## src/rtl/sprite_pkg.sv

```systemverilog
// Shared types and default animation tables for the per-player sprite mapper.
// Tables pack 16 entries of 6 bits each, entry n living at bits [n*6 +: 6].
package sprite_pkg;

    typedef enum logic [3:0] {
        S_IDLE = 4'd0,
        S_MOVE = 4'd1,
        S_JUMP = 4'd2,
        S_ATK1 = 4'd3,
        S_ATK2 = 4'd4,
        S_HIT  = 4'd5
    } anim_state_e;

    localparam int DEF_SPR_W = 126;
    localparam int DEF_SPR_H = 126;

    // idle 0/10, move 10/8, atk1 18/18; every other state is unmapped
    localparam logic [95:0] DEF_STATE_BASE = (96'd18 << 18) | (96'd10 << 6);
    localparam logic [95:0] DEF_STATE_LEN  = (96'd18 << 18) | (96'd8 << 6) | 96'd10;

    function automatic logic [5:0] tbl_entry(input logic [95:0] tbl, input logic [3:0] idx);
        return tbl[idx*6 +: 6];
    endfunction

endpackage

```

## src/rtl/sprite_pipe_mapper_if.sv

```systemverilog
// Sheet-ROM read port; the mapper is the master, the shared ROM the slave.
interface sprite_pipe_mapper_if #(
    parameter int ROM_AW = 20
);
    logic [ROM_AW-1:0] rom_addr;
    logic [11:0]       rom_data;

    modport master (output rom_addr, input rom_data);
    modport slave  (input rom_addr, output rom_data);
endinterface

```

## src/rtl/sprite_flash_ctl.sv

```systemverilog
// Hit-flash counter plus a per-video-frame shadow of the flash colour, so the
// flash state only ever changes between frames.
module sprite_flash_ctl #(
    parameter int FLASH_FRAMES = 8
) (
    input  logic clk,
    input  logic rst_n,
    input  logic frame_start,
    input  logic hit_pulse,
    output logic flash_white
);
    localparam int CW = $clog2(FLASH_FRAMES + 1);

    logic [CW-1:0] cnt_q, cnt_d;
    logic          flash_q, flash_d;

    // The shadow samples the post-update count, so the frame that follows a
    // frame_start shows the parity of the count it runs under.
    always_comb begin
        cnt_d   = cnt_q;
        flash_d = flash_q;
        if (hit_pulse) begin
            cnt_d = CW'(FLASH_FRAMES);
        end else if (frame_start && cnt_q != '0) begin
            cnt_d = cnt_q - CW'(1);
        end
        if (frame_start) begin
            flash_d = (cnt_d != '0) && cnt_d[0];
        end
    end

    always_ff @(posedge clk or negedge rst_n) begin
        if (!rst_n) begin
            cnt_q   <= '0;
            flash_q <= 1'b0;
        end else begin
            cnt_q   <= cnt_d;
            flash_q <= flash_d;
        end
    end

    assign flash_white = flash_q;

endmodule

```

## src/rtl/sprite_pipe_mapper.sv

```systemverilog
// Pipelined per-player sprite mapper: scan position -> sheet-ROM address ->
// keyed, optionally flashed pixel, with a fixed latency of ROM_LAT+3 cycles.
module sprite_pipe_mapper
    import sprite_pkg::*;
#(
    parameter int          SPR_W        = DEF_SPR_W,
    parameter int          SPR_H        = DEF_SPR_H,
    parameter int          NUM_FRAMES   = 36,
    parameter int          ROM_AW       = 20,
    parameter int          ROM_LAT      = 1,
    parameter logic [11:0] KEY_RGB      = 12'h000,
    parameter int          FLASH_FRAMES = 8,
    parameter logic [95:0] STATE_BASE   = DEF_STATE_BASE,
    parameter logic [95:0] STATE_LEN    = DEF_STATE_LEN
) (
    input  logic                 clk,
    input  logic                 rst_n,
    input  logic [9:0]           hcount,
    input  logic [9:0]           vcount,
    input  logic                 frame_start,
    input  logic [9:0]           pos_x,
    input  logic [9:0]           pos_y,
    input  logic                 facing_right,
    input  logic [3:0]           anim_state,
    input  logic [5:0]           anim_frame,
    input  logic                 hit_pulse,
    sprite_pipe_mapper_if.master rom,
    output logic                 sprite_on,
    output logic [11:0]          sprite_rgb
);
    localparam logic [ROM_AW-1:0] FRAME_SZ = ROM_AW'(SPR_W * SPR_H);

    logic [5:0] st_len, st_base;
    logic [6:0] frame_res;

    logic [9:0] pos_x_q, pos_x_d, pos_y_q, pos_y_d;
    logic       facing_q, facing_d;
    logic [6:0] frame_q, frame_d;

    logic       s0_inside_q, s0_inside_d;
    logic [6:0] s0_row_q, s0_row_d, s0_col_q, s0_col_d;
    logic [6:0] s0_frame_q, s0_frame_d;
    logic [6:0] col_raw;

    logic [ROM_AW-1:0]  rom_addr_q, rom_addr_d;
    logic               s1_inside_q, s1_inside_d;
    logic [ROM_LAT-1:0] lat_q, lat_d;

    logic        on_q, on_d;
    logic [11:0] rgb_q, rgb_d;
    logic        flash_white;

    sprite_flash_ctl #(.FLASH_FRAMES(FLASH_FRAMES)) u_flash (
        .clk         (clk),
        .rst_n       (rst_n),
        .frame_start (frame_start),
        .hit_pulse   (hit_pulse),
        .flash_white (flash_white)
    );

    // Unmapped states fall back to state 0's first frame; overruns clamp to base.
    always_comb begin
        st_len  = tbl_entry(STATE_LEN, anim_state);
        st_base = tbl_entry(STATE_BASE, anim_state);
        if (st_len == '0) begin
            frame_res = {1'b0, tbl_entry(STATE_BASE, 4'd0)};
        end else if (anim_frame >= st_len) begin
            frame_res = {1'b0, st_base};
        end else begin
            frame_res = {1'b0, st_base} + {1'b0, anim_frame};
        end
        if (frame_res >= 7'(NUM_FRAMES)) begin
            frame_res = '0;
        end
    end

    always_comb begin
        pos_x_d  = pos_x_q;
        pos_y_d  = pos_y_q;
        facing_d = facing_q;
        frame_d  = frame_q;
        if (frame_start) begin
            pos_x_d  = pos_x;
            pos_y_d  = pos_y;
            facing_d = facing_right;
            frame_d  = frame_res;
        end
    end

    // Only the low 7 bits of row/col matter once the pixel is known to be inside.
    always_comb begin
        s0_inside_d = ({1'b0, hcount} >= {1'b0, pos_x_q}) &&
                      ({1'b0, hcount} <  ({1'b0, pos_x_q} + 11'(SPR_W))) &&
                      ({1'b0, vcount} >= {1'b0, pos_y_q}) &&
                      ({1'b0, vcount} <  ({1'b0, pos_y_q} + 11'(SPR_H)));
        s0_row_d    = vcount[6:0] - pos_y_q[6:0];
        col_raw     = hcount[6:0] - pos_x_q[6:0];
        s0_col_d    = facing_q ? col_raw : 7'(SPR_W - 1) - col_raw;
        s0_frame_d  = frame_q;
    end

    always_comb begin
        s1_inside_d = s0_inside_q;
        rom_addr_d  = rom_addr_q;
        if (s0_inside_q) begin
            rom_addr_d = ROM_AW'(s0_frame_q) * FRAME_SZ +
                         ROM_AW'(s0_row_q) * ROM_AW'(SPR_W) +
                         ROM_AW'(s0_col_q);
        end
        lat_d[0] = s1_inside_q;
        for (int i = 1; i < ROM_LAT; i++) begin
            lat_d[i] = lat_q[i-1];
        end
    end

    always_comb begin
        on_d  = lat_q[ROM_LAT-1] && (rom.rom_data != KEY_RGB);
        rgb_d = 12'h000;
        if (on_d) begin
            rgb_d = flash_white ? 12'hFFF : rom.rom_data;
        end
    end

    always_ff @(posedge clk or negedge rst_n) begin
        if (!rst_n) begin
            pos_x_q     <= '0;
            pos_y_q     <= '0;
            facing_q    <= 1'b0;
            frame_q     <= '0;
            s0_inside_q <= 1'b0;
            s0_row_q    <= '0;
            s0_col_q    <= '0;
            s0_frame_q  <= '0;
            s1_inside_q <= 1'b0;
            rom_addr_q  <= '0;
            lat_q       <= '0;
            on_q        <= 1'b0;
            rgb_q       <= '0;
        end else begin
            pos_x_q     <= pos_x_d;
            pos_y_q     <= pos_y_d;
            facing_q    <= facing_d;
            frame_q     <= frame_d;
            s0_inside_q <= s0_inside_d;
            s0_row_q    <= s0_row_d;
            s0_col_q    <= s0_col_d;
            s0_frame_q  <= s0_frame_d;
            s1_inside_q <= s1_inside_d;
            rom_addr_q  <= rom_addr_d;
            lat_q       <= lat_d;
            on_q        <= on_d;
            rgb_q       <= rgb_d;
        end
    end

    assign rom.rom_addr = rom_addr_q;
    assign sprite_on    = on_q;
    assign sprite_rgb   = rgb_q;

endmodule

```

## src/flat_wrapper.sv

```systemverilog
// flat-port wrapper written by rule: the top's interface ports become plain ports
module sprite_pipe_mapper_flat import sprite_pkg::*;
#(
    parameter int          SPR_W        = DEF_SPR_W,
    parameter int          SPR_H        = DEF_SPR_H,
    parameter int          NUM_FRAMES   = 36,
    parameter int          ROM_AW       = 20,
    parameter int          ROM_LAT      = 1,
    parameter logic [11:0] KEY_RGB      = 12'h000,
    parameter int          FLASH_FRAMES = 8,
    parameter logic [95:0] STATE_BASE   = DEF_STATE_BASE,
    parameter logic [95:0] STATE_LEN    = DEF_STATE_LEN
)
  (clk, rst_n, hcount, vcount, frame_start, pos_x, pos_y, facing_right, anim_state, anim_frame, hit_pulse, sprite_on, sprite_rgb, rom_rom_addr, rom_rom_data);
  sprite_pipe_mapper_if #(.ROM_AW(ROM_AW)) rom_i ();
  input  logic clk;
  input  logic rst_n;
  input  logic [9:0] hcount;
  input  logic [9:0] vcount;
  input  logic frame_start;
  input  logic [9:0] pos_x;
  input  logic [9:0] pos_y;
  input  logic facing_right;
  input  logic [3:0] anim_state;
  input  logic [5:0] anim_frame;
  input  logic hit_pulse;
  output logic sprite_on;
  output logic [11:0] sprite_rgb;
  output wire logic [$bits(rom_i.rom_addr)-1:0] rom_rom_addr;
  input wire logic [$bits(rom_i.rom_data)-1:0] rom_rom_data;
  assign rom_rom_addr = rom_i.rom_addr;
  assign rom_i.rom_data = rom_rom_data;
  sprite_pipe_mapper #(.SPR_W(SPR_W), .SPR_H(SPR_H), .NUM_FRAMES(NUM_FRAMES), .ROM_AW(ROM_AW), .ROM_LAT(ROM_LAT), .KEY_RGB(KEY_RGB), .FLASH_FRAMES(FLASH_FRAMES), .STATE_BASE(STATE_BASE), .STATE_LEN(STATE_LEN)) u_core (.clk(clk), .rst_n(rst_n), .hcount(hcount), .vcount(vcount), .frame_start(frame_start), .pos_x(pos_x), .pos_y(pos_y), .facing_right(facing_right), .anim_state(anim_state), .anim_frame(anim_frame), .hit_pulse(hit_pulse), .rom(rom_i), .sprite_on(sprite_on), .sprite_rgb(sprite_rgb));
endmodule
```

## config.mk

```make
export PLATFORM = sky130hd
export DESIGN_NAME = sprite_pipe_mapper_flat
export DESIGN_NICKNAME = d
export VERILOG_FILES = /design/src/rtl/sprite_pkg.sv /design/src/rtl/sprite_pipe_mapper_if.sv /design/src/rtl/sprite_flash_ctl.sv /design/src/rtl/sprite_pipe_mapper.sv /design/src/flat_wrapper.sv
export SDC_FILE = /design/constraint.sdc
export NUM_CORES = 1
export LEC_CHECK = 0
export CORE_MARGIN = 8
export CORE_UTILIZATION = 30
export CTS_CLUSTER_SIZE = 10
export DETAILED_ROUTE_END_ITERATION = 10
export SYNTH_ARGS = -nofsm -noshare
export SYNTH_HDL_FRONTEND = slang
export SYNTH_HIERARCHICAL = 1
export SYNTH_SLANG_ARGS = --single-unit
export TNS_END_PERCENT = 50
```

## constraint.sdc

```tcl
create_clock -name clk -period 6.3 [get_ports clk]
set_input_delay 1.26 -clock clk [delete_from_list [all_inputs] [get_ports clk]]
set_output_delay 1.26 -clock clk [all_outputs]
set_load 0.01 [all_outputs]
```

==> summary.md <==
| Metric | Value |
|---|---|
| Status | completed |
| Critical-path top delay cell | fa_1 |
| RR Startpoint | u_core/s0_row_q[4] |
| Antenna-violating nets left | 0 |
| Post-synthesis cell area | around 7600 sq um |
| Top cells by count, synth | inv_1, ha_1, dfrtp_1, nand2_1, o21ai_0 |
| Post-cts gate resize count | 0 |
| Yosys reg bits | 90 |
| Final setup viols | 0 |
| Avg Cell Area, Syn | a little under 10 sq um |
| R2r setup slk | 0.84 ns |
| Total CTS buffers | 9 |
| Sequential share of the synthesized area | 29.8% |
| Setup bufs post-CTS | 0 |
| Yosys Warn Count | 6 |
| Reg clk slew, reported paths | ~0.070 ns |
| WL final | 15,900 microns |
| Num rows | 58 |
| CP max FO | 5 |
| Worst path max stage delay | around 0.59 ns |
| Vias in the first global route | a little under 6k |
| Mapped Cells | 773 |
| Routed WL per cell | 13.1 microns |
| DR iter-0 viols | ~170 |
| Fin. Hold Viols | 0 |
| Setup TNS | 0 ns |
| Req. time, crit path | 6.57 ns |
| Sequential cell area | 2250 sq um |
| H-tree depth | 3 |
| Cell taking the most area after synthesis | dfrtp_1 |
| Die area | roughly 31,000 sq um |
| Layout cells sized above 1 | 5.68% |
| Async SR Flop Fraction | between 90% and 100% |
| EDFF count, synth | 0 |
| Area of the multi-input gates | 4810 sq um |
| CTS tree | done |
| Antenna violations before repair | 0 |
| Top-count cell post-synth | inv_1 |
| P&R area growth vs syn | 22.3% |
| All-Layer GR Usage | 10.8% |
| HP Class | flip-flop to flip-flop |
| Critical-path cell list | inv_1 -> fa_1 -> inv_1 -> ha_1 -> inv_1 -> fa_1 -> inv_1 -> ha_1 -> a21o_1 -> a21oi_1 -> o21bai_1 -> a2111oi_2 -> nor2_1 -> xnor2_1 -> ha_1 -> ha_1 -> nand3_1 -> a21oi_1 -> a211o_1 -> o2111ai_2 -> nor3_2 -> xor2_1 -> a21oi_1 |
| PortBufs | 99 |
| Initial Util | 30.3% |
| Most used DFF post-synth | dfrtp_1 |
| Syn Nets | roughly 1,000 |
| Post-Route Skew | around 0.0078 ns |
| Grt ovf | 0 |
| Synth top area share | 29.8% |
| Max frequency | 183 MHz |
| Worst-skew pair later-pin latency | 0.34 ns |
| CTS Buffer Depth | 2 |
| Post-CTS Hold Fix Bufs | 0 |
| First-pass GRT wire length | 27,800 microns |
| Hold wc startpoint | u_core/lat_d |
| Crit path time final | 5.46 ns |
| Slew Limit Fails | 0 |
| Hold path cells | 0 |
| Crit Path Class | flip-flop to flip-flop |
| R2r endpoint | u_core/rom.rom_addr[19] |
| Tightest Pin Transition | 0.998 ns |
| Post-synth cell types | 60 |
| Synth top area cells | dfrtp_1, ha_1, fa_1 |
| N_diodes | 0 |
| Crit path launch type | flip-flop |
| Final nets | 1,099 |
| CTS root buffer | clkbuf_16 |
| Io pins | 100 |
| CP Capture Type | flip-flop |
| Via Count | approximately 5.5k |
| Worst hold endpoint | u_core/lat_q |
| Worst EP arrival | 5.73 ns |
| Core area | around 25,000 sq um |
| Unrepaired setup endpoints after global routing | no |
| DR vias/cell | around 4.6 |
| Max-Slew Margin vs Limit | 33.1% |
| Placed wire-length estimate | approximately 13,000 microns |
| DRC | 0 |
| Die H | 175 microns |
| Clk sink count | 90 |
| Gpl congestion | 0.779 |
| Fillers | 2,610 |
| Drt first pass iters | 4 |
| Chip width | 175 microns |
| MaxCap Viol Count | 0 |
| Largest net degree at the start of global routing | 58 |
| R2R depth | 23 |
| Final Cycle Share | a little under 90% |
## metrics by stage
stage               std cells  setup slack, ns  cell area (sq um)  util [%]  hold slack [ns]
floorplan                 773             1.22               7570         -            0.331
detailed placement       1195            0.800               8950      35.8            0.342
global route             1211            0.351               9250      37.1            0.374
finish                   1211            0.837               9250      37.1            0.351
global placement         1195            0.912               8950      35.8            0.338
CTS                      1211            0.777               9250      37.1            0.356
## worst max-delay path: cells and delay by family (launching register included)
family	cells	cell delay, ns
adders and majority gates	6	2.31
AOI/OAI and AO/OA	8	1.77
DFF	1	0.42
xor gates and xnor gates	2	0.32
and+or+nand+nor	3	0.29
buffers and inverters	4	0.27
## state kept, by name, indices dropped and copies added (netlist names), 4 cells and up
signal                count
u_core/rom.rom_addr      20
u_core/sprite_rgb        12
u_core/pos_x_q           10
u_core/pos_y_q           10
u_core/frame_q            7
u_core/s0_col_q           7
u_core/s0_frame_q         7
u_core/s0_row_q           7
u_core/u_flash/cnt_q      4
## routing by layer
| layer | global-route usage [%] | wire length (microns) |
|---|---|---|
| met1 | 13.8 | 7690 |
| met2 | 17.9 | 7410 |
| met3 | 2.57 | 570 |
| met4 | 3.07 | 248 |
| met5 | 0 | 0 |
## cells in the final DEF, fill, tap and decap left out, types with 3 or more instances in the layout
master and n:
a21oi_1 41, a31oi_1 8, or3_1 3, mux2i_1 3
inv_1 124, clkbuf_16 9, nor3_1 7, o21ai_0 44
nand2b_1 4, o21a_1 24, clkinvlp_4 3, buf_4 4
and3_1 3, clkdlybuf4s50_1 97, and2_1 4, xor2_1 17
xnor2_1 42, o21bai_1 7, a211oi_1 6, nand4_1 3
ha_1 121, o31ai_1 3, or2_2 3, nand3_1 10
o211ai_1 3, nor2_1 31, nor4_1 6, dfrtp_1 90
o2111ai_1 3, fa_1 35, nor2b_1 6, a21o_1 12
a211o_1 3, or4_1 3, mux2_2 13, nand2_1 47
## final cells by class
class / instances / share of cell area (%)
multi-input cells: 549 / 52.0
flip-flops and latches: 90 / 24.3
repair buffers: 102 / 10.9
inverters: 124 / 5.03
well taps: 330 / 4.46
clock buffers: 10 / 2.58
clock inverters: 6 / 0.717
## cell families (layout without fill, tap and decap cells)
group                      count (synthesis)  count (layout)  share of synthesized area [%]
xor gates and xnor gates                  59              59                           6.83
DFF                                       90              90                           29.8
buffers and inverters                    134             242                           6.65
adders and majority gates                156             156                           29.3
AOI/OAI and AO/OA                        178             178                           16.0
muxes                                     16              16                           2.33
and+or+nand+nor                          140             140                           9.14
## worst max path at each step
stage	startpoint	to	slack (ns)
2_1_floorplan	u_core/s0_row_q[4]	u_core/rom.rom_addr[19]	1.22
3_3_place_gp	u_core/s0_row_q[4]	u_core/rom.rom_addr[19]	0.91
3_5_place_dp	u_core/s0_row_q[4]	u_core/rom.rom_addr[19]	0.80
4_1_cts	u_core/s0_row_q[4]	u_core/rom.rom_addr[19]	0.78
5_1_grt	u_core/s0_row_q[4]	u_core/rom.rom_addr[19]	0.35
6_report	u_core/s0_row_q[4]	u_core/rom.rom_addr[19]	0.84
Power is left out: the tool's default activity adds up to more than one toggle a clock period on the data nets, which glitch-free logic cannot reach.
